===== src/rtl/vram_arbiter.sv =====
// Arbitrates a single-port VRAM between a video fetch port and a CPU port.
// Video has priority. A CPU that has waited MAX_WAIT cycles gets the next slot.
module vram_arbiter #(
    parameter int unsigned ADDR_W   = 10,
    parameter int unsigned DATA_W   = 16,
    parameter int unsigned MAX_WAIT = 8
) (
    input  logic              CLK_50,
    input  logic              resetN,
    input  logic              vid_req,
    input  logic [ADDR_W-1:0] vid_addr,
    output logic              vid_ready,
    output logic              vid_rvalid,
    output logic [DATA_W-1:0] vid_rdata,
    input  logic              cpu_req,
    input  logic              cpu_we,
    input  logic [ADDR_W-1:0] cpu_addr,
    input  logic [DATA_W-1:0] cpu_wdata,
    output logic              cpu_ack,
    output logic              cpu_rvalid,
    output logic [DATA_W-1:0] cpu_rdata,
    output logic [ADDR_W-1:0] mem_addr,
    output logic              mem_we,
    output logic [DATA_W-1:0] mem_wdata,
    input  logic [DATA_W-1:0] mem_rdata,
    input  logic              stat_clr,
    output logic [15:0]       stall_cnt
);

    localparam int unsigned WAIT_W  = 8;
    localparam int unsigned STALL_W = 16;
    localparam logic [WAIT_W-1:0]  WAIT_LIMIT = WAIT_W'(MAX_WAIT);
    localparam logic [STALL_W-1:0] STALL_SAT  = '1;

    typedef enum logic [1:0] {
        OWN_NONE = 2'd0,
        OWN_VID  = 2'd1,
        OWN_CPU  = 2'd2
    } owner_e;

    logic [WAIT_W-1:0]  wait_q,      wait_d;
    logic [STALL_W-1:0] stall_q,     stall_d;
    logic [ADDR_W-1:0]  mem_addr_q,  mem_addr_d;
    logic               mem_we_q,    mem_we_d;
    logic [DATA_W-1:0]  mem_wdata_q, mem_wdata_d;
    owner_e             own_s1_q,    own_s1_d;
    logic               vid_rvalid_q, vid_rvalid_d;
    logic               cpu_rvalid_q, cpu_rvalid_d;

    logic cpu_starved_c;
    logic vid_ready_c;
    logic cpu_ack_c;
    logic cpu_stall_c;

    // Grant decision: the starved CPU preempts video for exactly one slot.
    always_comb begin
        cpu_starved_c = cpu_req && (wait_q == WAIT_LIMIT);
        vid_ready_c   = resetN && vid_req && !cpu_starved_c;
        cpu_ack_c     = resetN && cpu_req && !vid_ready_c;
        cpu_stall_c   = cpu_req && !cpu_ack_c;
    end

    // Next-state: RAM command register, owner pipeline and counters.
    always_comb begin
        mem_addr_d   = mem_addr_q;
        mem_we_d     = 1'b0;
        mem_wdata_d  = mem_wdata_q;
        own_s1_d     = OWN_NONE;
        wait_d       = '0;
        stall_d      = stall_q;

        if (vid_ready_c) begin
            mem_addr_d = vid_addr;
            own_s1_d   = OWN_VID;
        end else if (cpu_ack_c) begin
            mem_addr_d = cpu_addr;
            if (cpu_we) begin
                mem_we_d    = 1'b1;
                mem_wdata_d = cpu_wdata;
            end else begin
                own_s1_d = OWN_CPU;
            end
        end

        if (cpu_stall_c && (wait_q != WAIT_LIMIT)) begin
            wait_d = wait_q + WAIT_W'(1);
        end else if (cpu_stall_c) begin
            wait_d = wait_q;
        end

        if (stat_clr) begin
            stall_d = '0;
        end else if (cpu_stall_c && (stall_q != STALL_SAT)) begin
            stall_d = stall_q + STALL_W'(1);
        end

        // Second owner stage is held one-hot as the two rvalid flops.
        vid_rvalid_d = (own_s1_q == OWN_VID);
        cpu_rvalid_d = (own_s1_q == OWN_CPU);
    end

    always_ff @(posedge CLK_50) begin
        if (!resetN) begin
            wait_q       <= '0;
            stall_q      <= '0;
            mem_addr_q   <= '0;
            mem_we_q     <= 1'b0;
            mem_wdata_q  <= '0;
            own_s1_q     <= OWN_NONE;
            vid_rvalid_q <= 1'b0;
            cpu_rvalid_q <= 1'b0;
        end else begin
            wait_q       <= wait_d;
            stall_q      <= stall_d;
            mem_addr_q   <= mem_addr_d;
            mem_we_q     <= mem_we_d;
            mem_wdata_q  <= mem_wdata_d;
            own_s1_q     <= own_s1_d;
            vid_rvalid_q <= vid_rvalid_d;
            cpu_rvalid_q <= cpu_rvalid_d;
        end
    end

    // RAM read data is steered straight to the owner in the return cycle.
    assign vid_ready  = vid_ready_c;
    assign cpu_ack    = cpu_ack_c;
    assign vid_rvalid = vid_rvalid_q;
    assign cpu_rvalid = cpu_rvalid_q;
    assign vid_rdata  = vid_rvalid_q ? mem_rdata : '0;
    assign cpu_rdata  = cpu_rvalid_q ? mem_rdata : '0;
    assign mem_addr   = mem_addr_q;
    assign mem_we     = mem_we_q;
    assign mem_wdata  = mem_wdata_q;
    assign stall_cnt  = stall_q;

endmodule


===== config.mk =====
export PLATFORM = sky130hd
export DESIGN_NAME = vram_arbiter
export DESIGN_NICKNAME = d
export VERILOG_FILES = /design/src/rtl/vram_arbiter.sv
export SDC_FILE = /design/constraint.sdc
export NUM_CORES = 1
export LEC_CHECK = 0
export ABC_AREA = 1
export CAP_MARGIN = 20
export CORE_MARGIN = 4
export CORE_UTILIZATION = 43
export CTS_BUF_LIST = sky130_fd_sc_hd__clkbuf_4
export CTS_CLUSTER_DIAMETER = 120
export DETAILED_ROUTE_END_ITERATION = 8
export HOLD_SLACK_MARGIN = 0.03
export PLACE_DENSITY = 0.93
export SYNTH_ARGS = -nofsm -noshare
export SYNTH_HDL_FRONTEND = slang
export SYNTH_SLANG_ARGS = --single-unit

===== constraint.sdc =====
create_clock -name CLK_50 -period 1.8 [get_ports CLK_50]
set_input_delay 0.36 -clock CLK_50 [delete_from_list [all_inputs] [get_ports CLK_50]]
set_output_delay 0.36 -clock CLK_50 [all_outputs]
set_load 0.02 [all_outputs]

=== Word-level counts from Yosys, hierarchy flattened ===
Index checks and enable logic that the tools add are counted.

* Bits in registers: 55
* Input bits: 58
* Output and inout port bits: 79
* Logic and storage cells: 45

* Add/subtract/negate cells: 2
* Eq/ne operators: 6
* Muxes and demuxes: 10
* Bitwise gates (word level): 3
* Reduce and logical (&&, ||, !) cells: 15

{| class="wikitable"
|+ Operators by type and width
! operator !! count
|-
| $mux W16 || 2
|-
| $mux W10 || 2
|-
| $add A16 B1 Y16 const B || 1
|-
| $mux W8 || 2
|-
| $ne A16 B16 Y1 const B || 1
|-
| $add A8 B1 Y8 const B || 1
|-
| $eq A8 B4 Y1 const B || 1
|-
| $logic_and A1 B1 Y1 || 8
|-
| $ne A8 B4 Y1 const B || 1
|-
| $logic_not A1 Y1 || 3
|-
| $mux W1 || 3
|-
| $not A1 Y1 || 3
|-
| $reduce_and A3 Y1 || 1
|-
| $reduce_or A3 Y1 || 1
|-
| $eq A2 B1 Y1 const B || 1
|-
| $eq A2 B2 Y1 const B || 1
|-
| $mux W2 || 1
|-
| $ne A2 B1 Y1 const B || 1
|-
| $reduce_bool A2 Y1 || 1
|-
| $reduce_or A2 Y1 || 1
|}

=== Logic depth before layout (Yosys ltp) ===
* Depth in word-level cells: 10
* Mapped depth: 12
* Depth with buffers taken out: 11

=== Worst setup path before layout ===
Ideal clock, no wire load.

* Kind: register -> output
* From: register wait_q[0]
* To: output cpu_ack
* Arrival time: 1392 ps
* Required time: 1440 ps
* Path slack: 48 ps
* Stages on the path, launching flop included: 11
* Buffers on the path: 2
* Cell sequence: dfxtp_1 > inv_1 > ha_1 > nand3_2 > nor2_4 > nand2_2 > nand2_4 > nand2_1 > buf_4 > buf_6 > inv_1

* Cells in the longest elaborated chain, start to end: 6

{| class="wikitable"
|+ RTL lines
! item !! RTL line !! source
|-
| from (decl) || 41 || <nowiki>logic [WAIT_W-1:0] wait_q, wait_d;</nowiki>
|-
| from (signal assigned) || 113 || <nowiki>wait_q <= wait_d;</nowiki>
|-
| $eq A8 B4 Y1 || 57 || <nowiki>cpu_starved_c = cpu_req && (wait_q == WAIT_LIMIT);</nowiki>
|-
| $logic_and A1 B1 Y1 || 57 ||
|-
| $logic_not A1 Y1 || 58 || <nowiki>vid_ready_c = resetN && vid_req && !cpu_starved_c;</nowiki>
|-
| $logic_and A1 B1 Y1 || 58 ||
|-
| $logic_not A1 Y1 || 59 || <nowiki>cpu_ack_c = resetN && cpu_req && !vid_ready_c;</nowiki>
|-
| $logic_and A1 B1 Y1 || 59 ||
|-
| to (decl) || 19 || <nowiki>output logic cpu_ack,</nowiki>
|}

No other way between the ends.

=== Worst setup path in the final report ===
Ends and elaborated chain as after synthesis.

==> impl_metrics.ini <==
[sta]
relSlewSlack_pct = 69.98
fin_setup_tns_ns = -0.006982
final_max_slew_viol_count = 0
setup_ws_ns = -0.006982
final.period_utilization_pct = 100.4
whs_ns = 0.4194
fin_skew_ns = 0.02460
rsz0062_at_grt = true
finalSetupViolCount = 1
timing.final.hold_violations = 0
worst_pin_slew_ns = 0.4498
fmax_ghz = 0.5534
period_minus_slack_ns = 1.807

[clock_network]
clock_latency_ns = 0.37
cts_buffer_depth = 2
cts.clk_slew.worst_paths_ns = 0.16
cts_buffers = 5
cts_sinks = 55
clk_root_buffer_cell = clkbuf_4
cts-htree-levels = 2
cts_tree = done
postCtsHoldBufs = 0

[critical_path]
crit_fanout = 3
crit_path_end_kind = output port
crit_required_ns = 1.44
critPathKind = reg -> out
start_kind = flip-flop
arrival_ns = 1.45

[hold_path]
min_path_type = reg -> reg

[placement]
place_hpwl_mm = 6.847
place_congestion = 0.8344
io_buffers = 136
dpl_cell_area_sq_um = 4548

[logic_synthesis]
synth_seq_cells = 55
syn-mean-instance-area_sq_um = 6.712
synth_cells = 439
ys_warn_count = 0
synthMuxAreaShare_pct = 0
syn_area_sq_um = 2947
synth_xor_area_share_pct = 2.378
synthAdderAreaFrac_pct = 1.274
syn_nets = 500
yosysSeqAreaShare_pct = 37.37
yosys.area_share.simple_pct = 40.17
synth.distinct_cells = 28
synth_top_family_by_area = simple AND/OR/NAND/NOR gates
synth_compound_area_share_pct = 6.752

[power]
vdd_drop_max_v = 0.0003888
p_leak_nw = 2.423
p_per_area_nw_per_um2 = 562.9

[job]
drv_cap = 0

[route]
via_count = 3302
drt_iter0_drc = 229
wl_mm = 8.698
drtAntennaViolNets = 0
wire_per_inst_um = 12.91
firstDrtPassIters = 5
viasPerCell = 4.899
route.detailed.drc = 0

[layout]
syn2layout_area_growth_pct = 58.64
n_antenna_cell = 0
final_cell_area_sq_um = 4674
drive_gt1_share_pct = 15.58
nNetsFinal = 657
fillers = 515

[floorplan]
ioPinCount = 137
die_x_um = 90.78
num_rows = 29
die_y_um = 90.78
die_area_sq_um = 8241
start_util_pct = 45.37
core_area_sq_um = 6495

[outcome]
violations = negative setup slack
status = finished with violations

[grt]
grt_max_degree = 20
antenna_found_initial = 0
grt_usage_pct = 20.79
grt_overflow = 0
grt_pass1_wl_mm = 14.46
grt_pass1_vias = 3228
==> critical path, stage by stage (launching register included) <==
cell and delay [ns]:
dfxtp_2 0.36, inv_2 0.06, ha_4 0.13, nand3_4 0.06
nor2_4 0.09, nand2_2 0.07, nand2_4 0.09, nand2_4 0.06
inv_2 0.06, buf_6 0.11
==> worst paths after layout <==
check | from | endpoint | slack [ns] | cells past startpoint
max | wait_q[0]$_SDFFE_PN0P_ | cpu_ack | -0.007 | 9
min | own_s1_q[0]$_SDFF_PN0_ | cpu_rvalid$_SDFF_PN0_ | 0.42 | 1
max reg2reg | wait_q[0]$_SDFFE_PN0P_ | mem_wdata[13]$_SDFFE_PN0P_ | 0.12 | 12
min reg2reg | own_s1_q[0]$_SDFF_PN0_ | cpu_rvalid$_SDFF_PN0_ | 0.42 | 1
==> power by group <==
part / internal (mW) / total, mW / switching (mW)
Combinational: 0.280 / 0.529 / 0.249
Clock: 0.449 / 0.828 / 0.379
Sequential: 1.26 / 1.27 / 0.0179
Total: 1.98 / 2.63 / 0.646
==> state kept, by name, indices dropped and copies added (netlist names) <==
name	cells
cpu_rvalid	1
mem_addr	10
mem_wdata	16
mem_we	1
own_s1_q	2
stall_cnt	16
vid_rvalid	1
wait_q	8
==> cells in the mapped netlist <==
| master | count | share of area (%) |
|---|---|---|
| nor2_4 | 2 | 0.76 |
| nand4_4 | 1 | 0.72 |
| nor2_2 | 1 | 0.21 |
| ha_1 | 3 | 1.3 |
| clkbuf_1 | 12 | 1.5 |
| nand2_4 | 1 | 0.38 |
| clkinv_2 | 1 | 0.17 |
| or2_2 | 10 | 2.1 |
| nor2_1 | 30 | 3.8 |
| nor4_1 | 1 | 0.21 |
| nor3_1 | 4 | 0.68 |
| xor2_1 | 8 | 2.4 |
| dfxtp_1 | 55 | 37 |
| nand2_2 | 11 | 2.3 |
| o21ai_0 | 2 | 0.34 |
| nand3_4 | 1 | 0.59 |
| inv_1 | 65 | 8.3 |
| nand3_2 | 2 | 0.68 |
| nand4_1 | 20 | 4.2 |
| a21oi_2 | 9 | 2.7 |
| buf_2 | 4 | 0.68 |
| buf_6 | 3 | 1.1 |
| nand2_1 | 137 | 17 |
| nand3b_1 | 3 | 0.76 |
| nand3_1 | 29 | 4.9 |
| buf_4 | 1 | 0.25 |
| nor3b_1 | 1 | 0.25 |
| a21oi_1 | 22 | 3.7 |
==> metal layers <==
layer | track usage, % | part of all wire (%) | vias up
met5 | 0 | 0 | -
met4 | 5.402 | 1.9 | 0
met3 | 5.583 | 6.7 | 18
met2 | 40.27 | 54 | 108
met1 | 21.93 | 37 | 1497
li1 | - | - | 1679
==> cells in the final DEF (no fill, tap or decap), types with 2 or more instances in the layout <==
master and n:
inv_1 61, a21oi_1 22, dfxtp_1 52, clkdlybuf4s50_1 83
a21oi_2 9, or2_2 10, xor2_1 8, nor2_1 29
nor2_2 2, nor2_4 2, nand3b_1 3, nor3_1 4
clkbuf_4 6, dlymetal6s2s_1 4, ha_1 2, nand2_2 11
dlygate4sd2_1 47, nand2_4 2, buf_12 2, o21ai_0 2
buf_6 2, nand2_1 136, bufinv_16 2, inv_2 4
nand3_4 2, buf_4 32, nand4_1 20, dfxtp_2 3
nand3_1 29
==> cell type report <==
type	count	area, sq um	share of cell area (%)
clock inverter	2	60.06	1.285
tap	77	96.34	2.061
multi-input combinational	298	1520	32.52
clock buffer	6	45.04	0.9636
timing repair buffer	170	1595	34.13
inverter	66	252.7	5.407
sequential	55	1105	23.63
==> repair_timing <==
| action | 4_1_cts | 5_1_grt |
|---|---|---|
| setup buffers | 1 | 3 |
| gates resized for setup | 70 | 8 |
| pin swaps | 4 | 2 |
| setup endpoints to repair | 59 | 33 |
==> logic make-up (layout without fill, tap and decap cells) <==
family          after synthesis  count (layout)
buf+inv                      86             244
xor+xnor                      8               8
compound gates               33              33
flops                        55              55
fa+ha+maj                     3               3
simple gates                254             254
==> metrics by stage <==
| stage | setup WS (ns) | utilization (%) | power (mW) | cells |
|---|---|---|---|---|
| 5_1_grt | -0.1374 | 71.97 | 2.752 | 674 |
| 6_report | -0.006982 | 71.97 | 2.631 | 674 |
| 3_5_place_dp | -0.4549 | 70.03 | 1.829 | 662 |
| 4_1_cts | -0.05194 | 71.35 | 2.644 | 671 |
| 3_3_place_gp | -0.3943 | 70.03 | 1.815 | 662 |
| 2_1_floorplan | 0.04790 | - | 1.528 | 439 |
(Power assumes the default switching activity.)
